$ cat src/rtl/mem_port_arbiter.sv
// mem_port_arbiter: round-robin sharing of one OBI-style memory port between
// NUM_PORTS requesters. Requests pass through combinationally; an in-order FIFO
// of port indices routes each downstream response back to its issuing port.
module mem_port_arbiter #(
    parameter int unsigned NUM_PORTS       = 2,
    parameter int unsigned ADDR_WIDTH      = 32,
    parameter int unsigned DATA_WIDTH      = 32,
    parameter int unsigned MAX_OUTSTANDING = 1
) (
    input  logic                              clk_i,
    input  logic                              rst_ni,
    input  logic [NUM_PORTS-1:0]              req_i,
    output logic [NUM_PORTS-1:0]              gnt_o,
    output logic [NUM_PORTS-1:0]              rvalid_o,
    input  logic [NUM_PORTS*ADDR_WIDTH-1:0]   addr_i,
    input  logic [NUM_PORTS-1:0]              we_i,
    input  logic [NUM_PORTS*DATA_WIDTH/8-1:0] be_i,
    input  logic [NUM_PORTS*DATA_WIDTH-1:0]   wdata_i,
    output logic [DATA_WIDTH-1:0]             rdata_o,
    output logic                              m_req_o,
    input  logic                              m_gnt_i,
    output logic [ADDR_WIDTH-1:0]             m_addr_o,
    output logic                              m_we_o,
    output logic [DATA_WIDTH/8-1:0]           m_be_o,
    output logic [DATA_WIDTH-1:0]             m_wdata_o,
    input  logic                              m_rvalid_i,
    input  logic [DATA_WIDTH-1:0]             m_rdata_i,
    output logic                              rsp_err_o
);

    localparam int unsigned BE_WIDTH = DATA_WIDTH / 8;
    localparam int unsigned IDX_W    = $clog2(NUM_PORTS);
    localparam int unsigned PTR_W    = (MAX_OUTSTANDING > 1) ? $clog2(MAX_OUTSTANDING) : 1;
    localparam int unsigned CNT_W    = $clog2(MAX_OUTSTANDING + 1);

    localparam logic [PTR_W-1:0] PTR_LAST = PTR_W'(MAX_OUTSTANDING - 1);
    localparam logic [CNT_W-1:0] CNT_FULL = CNT_W'(MAX_OUTSTANDING);
    localparam logic [IDX_W-1:0] IDX_LAST = IDX_W'(NUM_PORTS - 1);

    logic [IDX_W-1:0]                 rr_ptr_q, rr_ptr_d;
    logic                             lock_q, lock_d;
    logic [IDX_W-1:0]                 lock_idx_q, lock_idx_d;
    logic [CNT_W-1:0]                 count_q, count_d;
    logic [PTR_W-1:0]                 wptr_q, wptr_d;
    logic [PTR_W-1:0]                 rptr_q, rptr_d;
    logic [MAX_OUTSTANDING*IDX_W-1:0] fifo_q, fifo_d;

    logic [IDX_W-1:0] sel;
    logic [IDX_W-1:0] cand;
    logic [IDX_W-1:0] head;
    logic             found;
    logic             full;
    logic             hs;
    logic             pop;

    // Pick the port to forward: the locked port while a request is stalled,
    // otherwise the first requester at or after the round-robin pointer.
    always_comb begin
        sel   = rr_ptr_q;
        cand  = '0;
        found = 1'b0;
        for (int unsigned i = 0; i < NUM_PORTS; i++) begin
            cand = IDX_W'((32'(rr_ptr_q) + i) % NUM_PORTS);
            if (!found && req_i[cand]) begin
                found = 1'b1;
                sel   = cand;
            end
        end
        if (lock_q) begin
            sel = lock_idx_q;
        end
    end

    // Downstream request path, grant fan-out and response routing.
    always_comb begin
        full      = (count_q == CNT_FULL);
        m_req_o   = (|req_i) & ~full;
        hs        = m_req_o & m_gnt_i;
        head      = fifo_q[32'(rptr_q)*IDX_W +: IDX_W];
        pop       = m_rvalid_i & (count_q != '0);
        rsp_err_o = m_rvalid_i & (count_q == '0);
        rdata_o   = m_rdata_i;
        m_addr_o  = '0;
        m_we_o    = 1'b0;
        m_be_o    = '0;
        m_wdata_o = '0;
        gnt_o     = '0;
        rvalid_o  = '0;
        if (m_req_o) begin
            m_addr_o  = addr_i[32'(sel)*ADDR_WIDTH +: ADDR_WIDTH];
            m_we_o    = we_i[sel];
            m_be_o    = be_i[32'(sel)*BE_WIDTH +: BE_WIDTH];
            m_wdata_o = wdata_i[32'(sel)*DATA_WIDTH +: DATA_WIDTH];
        end
        if (hs) begin
            gnt_o[sel] = 1'b1;
        end
        if (pop) begin
            rvalid_o[head] = 1'b1;
        end
    end

    // Next-state: pointer advance, stall lock, ID FIFO push/pop and occupancy.
    always_comb begin
        rr_ptr_d   = rr_ptr_q;
        lock_d     = lock_q;
        lock_idx_d = lock_idx_q;
        count_d    = count_q;
        wptr_d     = wptr_q;
        rptr_d     = rptr_q;
        fifo_d     = fifo_q;
        if (hs) begin
            rr_ptr_d = (sel == IDX_LAST) ? '0 : sel + 1'b1;
            lock_d   = 1'b0;
            fifo_d[32'(wptr_q)*IDX_W +: IDX_W] = sel;
            wptr_d   = (wptr_q == PTR_LAST) ? '0 : wptr_q + 1'b1;
        end else if (m_req_o) begin
            lock_d     = 1'b1;
            lock_idx_d = sel;
        end
        if (pop) begin
            rptr_d = (rptr_q == PTR_LAST) ? '0 : rptr_q + 1'b1;
        end
        case ({hs, pop})
            2'b10:   count_d = count_q + 1'b1;
            2'b01:   count_d = count_q - 1'b1;
            default: count_d = count_q;
        endcase
    end

    // State registers; reset discards any outstanding entries.
    always_ff @(posedge clk_i or negedge rst_ni) begin
        if (!rst_ni) begin
            rr_ptr_q   <= '0;
            lock_q     <= 1'b0;
            lock_idx_q <= '0;
            count_q    <= '0;
            wptr_q     <= '0;
            rptr_q     <= '0;
            fifo_q     <= '0;
        end else begin
            rr_ptr_q   <= rr_ptr_d;
            lock_q     <= lock_d;
            lock_idx_q <= lock_idx_d;
            count_q    <= count_d;
            wptr_q     <= wptr_d;
            rptr_q     <= rptr_d;
            fifo_q     <= fifo_d;
        end
    end

endmodule

$ cat config.mk
export PLATFORM = sky130hd
export DESIGN_NAME = mem_port_arbiter
export DESIGN_NICKNAME = d
export VERILOG_FILES = /design/src/rtl/mem_port_arbiter.sv
export SDC_FILE = /design/constraint.sdc
export NUM_CORES = 1
export LEC_CHECK = 0
export BUFFER_PORTS_ARGS = -buffer_cell sky130_fd_sc_hd__buf_2
export CAP_MARGIN = 0
export CORE_AREA = 10 10 103 105
export CTS_CLUSTER_SIZE = 20
export DETAILED_ROUTE_END_ITERATION = 8
export DIE_AREA = 0 0 113 115
export PLACE_DENSITY = 0.72
export SYNTH_ARGS = -nofsm -noshare
export SYNTH_HDL_FRONTEND = slang
export SYNTH_SLANG_ARGS = --single-unit
$ cat constraint.sdc
create_clock -name clk_i -period 2 [get_ports clk_i]
set_clock_uncertainty 0.2 [all_clocks]
set_input_delay 0.5 -clock clk_i [delete_from_list [all_inputs] [get_ports clk_i]]
set_output_delay 0.5 -clock clk_i [all_outputs]
set_load 0.03 [all_outputs]
==> out/results.ini <==
[run_status]
result_of_the_run = finished with violations
failed_checks = negative setup slack

[power]
total_power_consumption_mw = 4.64
p_sw_frac = 0.460
p_sw_mw = 2.13
power.share.sequential = 0.035
power_density_nw_per_um2 = 1100
cell_internal_pwr_mw = 2.50
pwr-share-clk = 0.039
comb_power_share = 0.925
irDropWorstVdd_mv = 0.508
power.static_leakage_nw = 2.08

[clock_tree]
tritoncts_num_sinks = 5
clkSlewWorstSetupHoldPaths_ns = 0.04
clock_latency_of_the_later_clocked_register_in_the_worst_skew_pair_ns = 0.22
tritoncts_clock_tree = done
numCtsBuffers = 3
clock_tree.htree_level_count = 1
number_of_buffers_on_the_longest_clock_path = 2
ctsRootBufferMaster = clkbuf_8

[floorplan]
top_level_ports = 283
floorplan.die.height_um = 115
placement_rows = 34
design.die.area_um2 = 13000
fp.coreArea_um2 = 8550
die_w_um = 113
initial_core_util = 0.217

[global_route]
grt_use_total = 0.131
maximum_number_of_pins_on_one_net_before_global_route_repair = 39
wire_length_of_the_first_global_routing_pass_um = 14200
grt_overflow = 0
grt_antenna_before_repair = 0
first_global_vias = 2801

[critical_path]
critPathArrivalTime_ns = 1.78
ff2ff_path_depth = 6
worst_setup_path_end_kind = primary output
worst_setup_path_start_kind = input port
cp_data_required_time_ns = 1.30
timing.setup.critical_path_class = input port to primary output
crit_fanout = 10

[finish]
final_design_area_no_fill_um2 = 4230
final_common_cell = buf_2
area_delta_synth_final_pct = 128
multiInputGateArea_um2 = 1810
fillers = 787
regArea_um2 = 125
antenna_cells_inserted = 0
num-nets-final = 670
layout.cells.most_common_list = buf_2 (144), nand2_1 (138), buf_6 (61)
finish.utilization = 0.494
fin_cells = 601
fraction_of_final_layout_cells_sized_beyond_drive_strength_1 = 0.680

[placement]
place.gp.congestion = 0.817
place.detailed.instances = 577
dp_worst_setup_slack_ns = -0.509
hpwl_um = 7460
placement.cell_area_um2 = 3290
port_buffers = 218

[route]
routed_wire_length_per_instance_um = 16.6
drt-pass1-iter-count = 4
detail_route.iter0.violations = 108
route.detailed.drc = 0
met2WireLength_um = 5340
top_layer = met4
drt-met1-wl_um = 3420
drt-vias-per-instance = 4.48
drt-total-wl_um = 9980
antenna_violating_nets_post_route = 0
routed-wl-met3_um = 1090
route.vias.total = 2694

[hold_path]
worstHoldPathCells = 2
min_path_type = input port to flip-flop

[synth]
ys.warnings.count = 0
yosys_register_bits = 5
fraction_of_the_yosys_area_taken_by_sequential_cells = 0.0676
post_synth_inst_count = 289
net_count_after_synthesis = 465
avgSynthCellArea_um2 = 6.41
yosys.cell_types.count = 19
syn_area_um2 = 1850

[sta]
setup_ws_ns = -0.484
maxClockFrequency_mhz = 403
timing.final.hold_violations = 0
fin_worst_hold_slack_ns = 0.310
setup-tns-final_ns = -30.77
setup_viol = 72
timing.final.crit_share = 1.24
normalized_max_slew_margin = 0.881
unrepaired_setup_endpoints_after_global_routing = true
worst_slew_pin_slew_ns = 0.175
finalCriticalPeriod_ns = 2.48
slew_violations = 0

[job]
max_cap_violations = 0

kinds of logic (layout without fill, tap and decap cells):
family,count (synthesis),in the layout,share of synthesized area
flops,5,5,0.0676
compound gates,9,9,0.0331
simple gates,147,147,0.302
mux,70,70,0.379
buf+inv,58,262,0.218
layout make-up:
type,instances,share of cell area
flip-flops and latches,5,0.0296
inverters,2,0.00178
clock buffers,4,0.0107
multi-input cells,226,0.428
well taps,108,0.0320
repair buffers,256,0.498
critical path, stage by stage:
cell and delay [ns]:
buf_6 0.09, a21boi_2 0.14, o31a_4 0.35, buf_12 0.18
buf_12 0.15, mux2i_2 0.17, buf_4 0.19
sequential cells by signal (all words and copies together), names as in the netlist:
signal / count
rr_ptr_q: 1
lock_q: 1
fifo_q: 1
lock_idx_q: 1
count_q: 1
worst paths after layout:
check	from	endpoint	slack, ns
setup reg to reg	rr_ptr_q	rr_ptr_q	0.10
max in group asynchronous	rst_ni	fifo_q	1.03
hold / removal	m_rvalid_i	count_q	0.31
min in group asynchronous	rst_ni	lock_q	0.43
setup / recovery	req_i[0]	m_wdata_o[19]	-0.48
hold reg to reg	lock_q	lock_q	0.34
power groups by stage:
| stage | combinational (mW) | sequential [mW] | clock (mW) |
|---|---|---|---|
| final | 4.29 | 0.165 | 0.181 |
| after detailed placement | 3.21 | 0.161 | 0 |
| after global routing | 4.48 | 0.168 | 0.201 |
| after CTS | 3.99 | 0.163 | 0.187 |
| after floorplan | 2.47 | 0.155 | 0 |
| after global placement | 3.16 | 0.161 | 0 |
per-layer routing:
metal	up-vias	global-route usage
met3	12	0.0641
met5	-	0
li1	1308	-
met2	148	0.241
met1	1226	0.131
met4	0	0.0237
Yosys cell counts:
cell type	n	share of area
a31oi_1	2	0.0068
buf_4	34	0.14
a21oi_1	2	0.0054
o21ai_0	1	0.0027
o21a_1	1	0.0041
nor2b_1	1	0.0034
o21ba_2	1	0.0054
buf_6	6	0.036
and3_1	2	0.0068
mux2_2	1	0.0061
o31a_1	1	0.0047
dfrtp_1	5	0.068
nand2_1	141	0.29
a21boi_1	1	0.0041
nor2_1	3	0.0061
inv_1	2	0.0041
clkbuf_1	5	0.010
mux2i_1	69	0.37
buf_2	11	0.030
repair_timing:
item / 4_1_cts / 5_1_grt
setup buffers: 3 / 7
hold endpoints to repair: 5 / 0
cloned: 6 / 3
gates resized for setup: 117 / 46
hold buffers: 1 / 0
endpoints found under the setup margin: 72 / 72
Note: power is estimated with default switching activity, not from simulation.
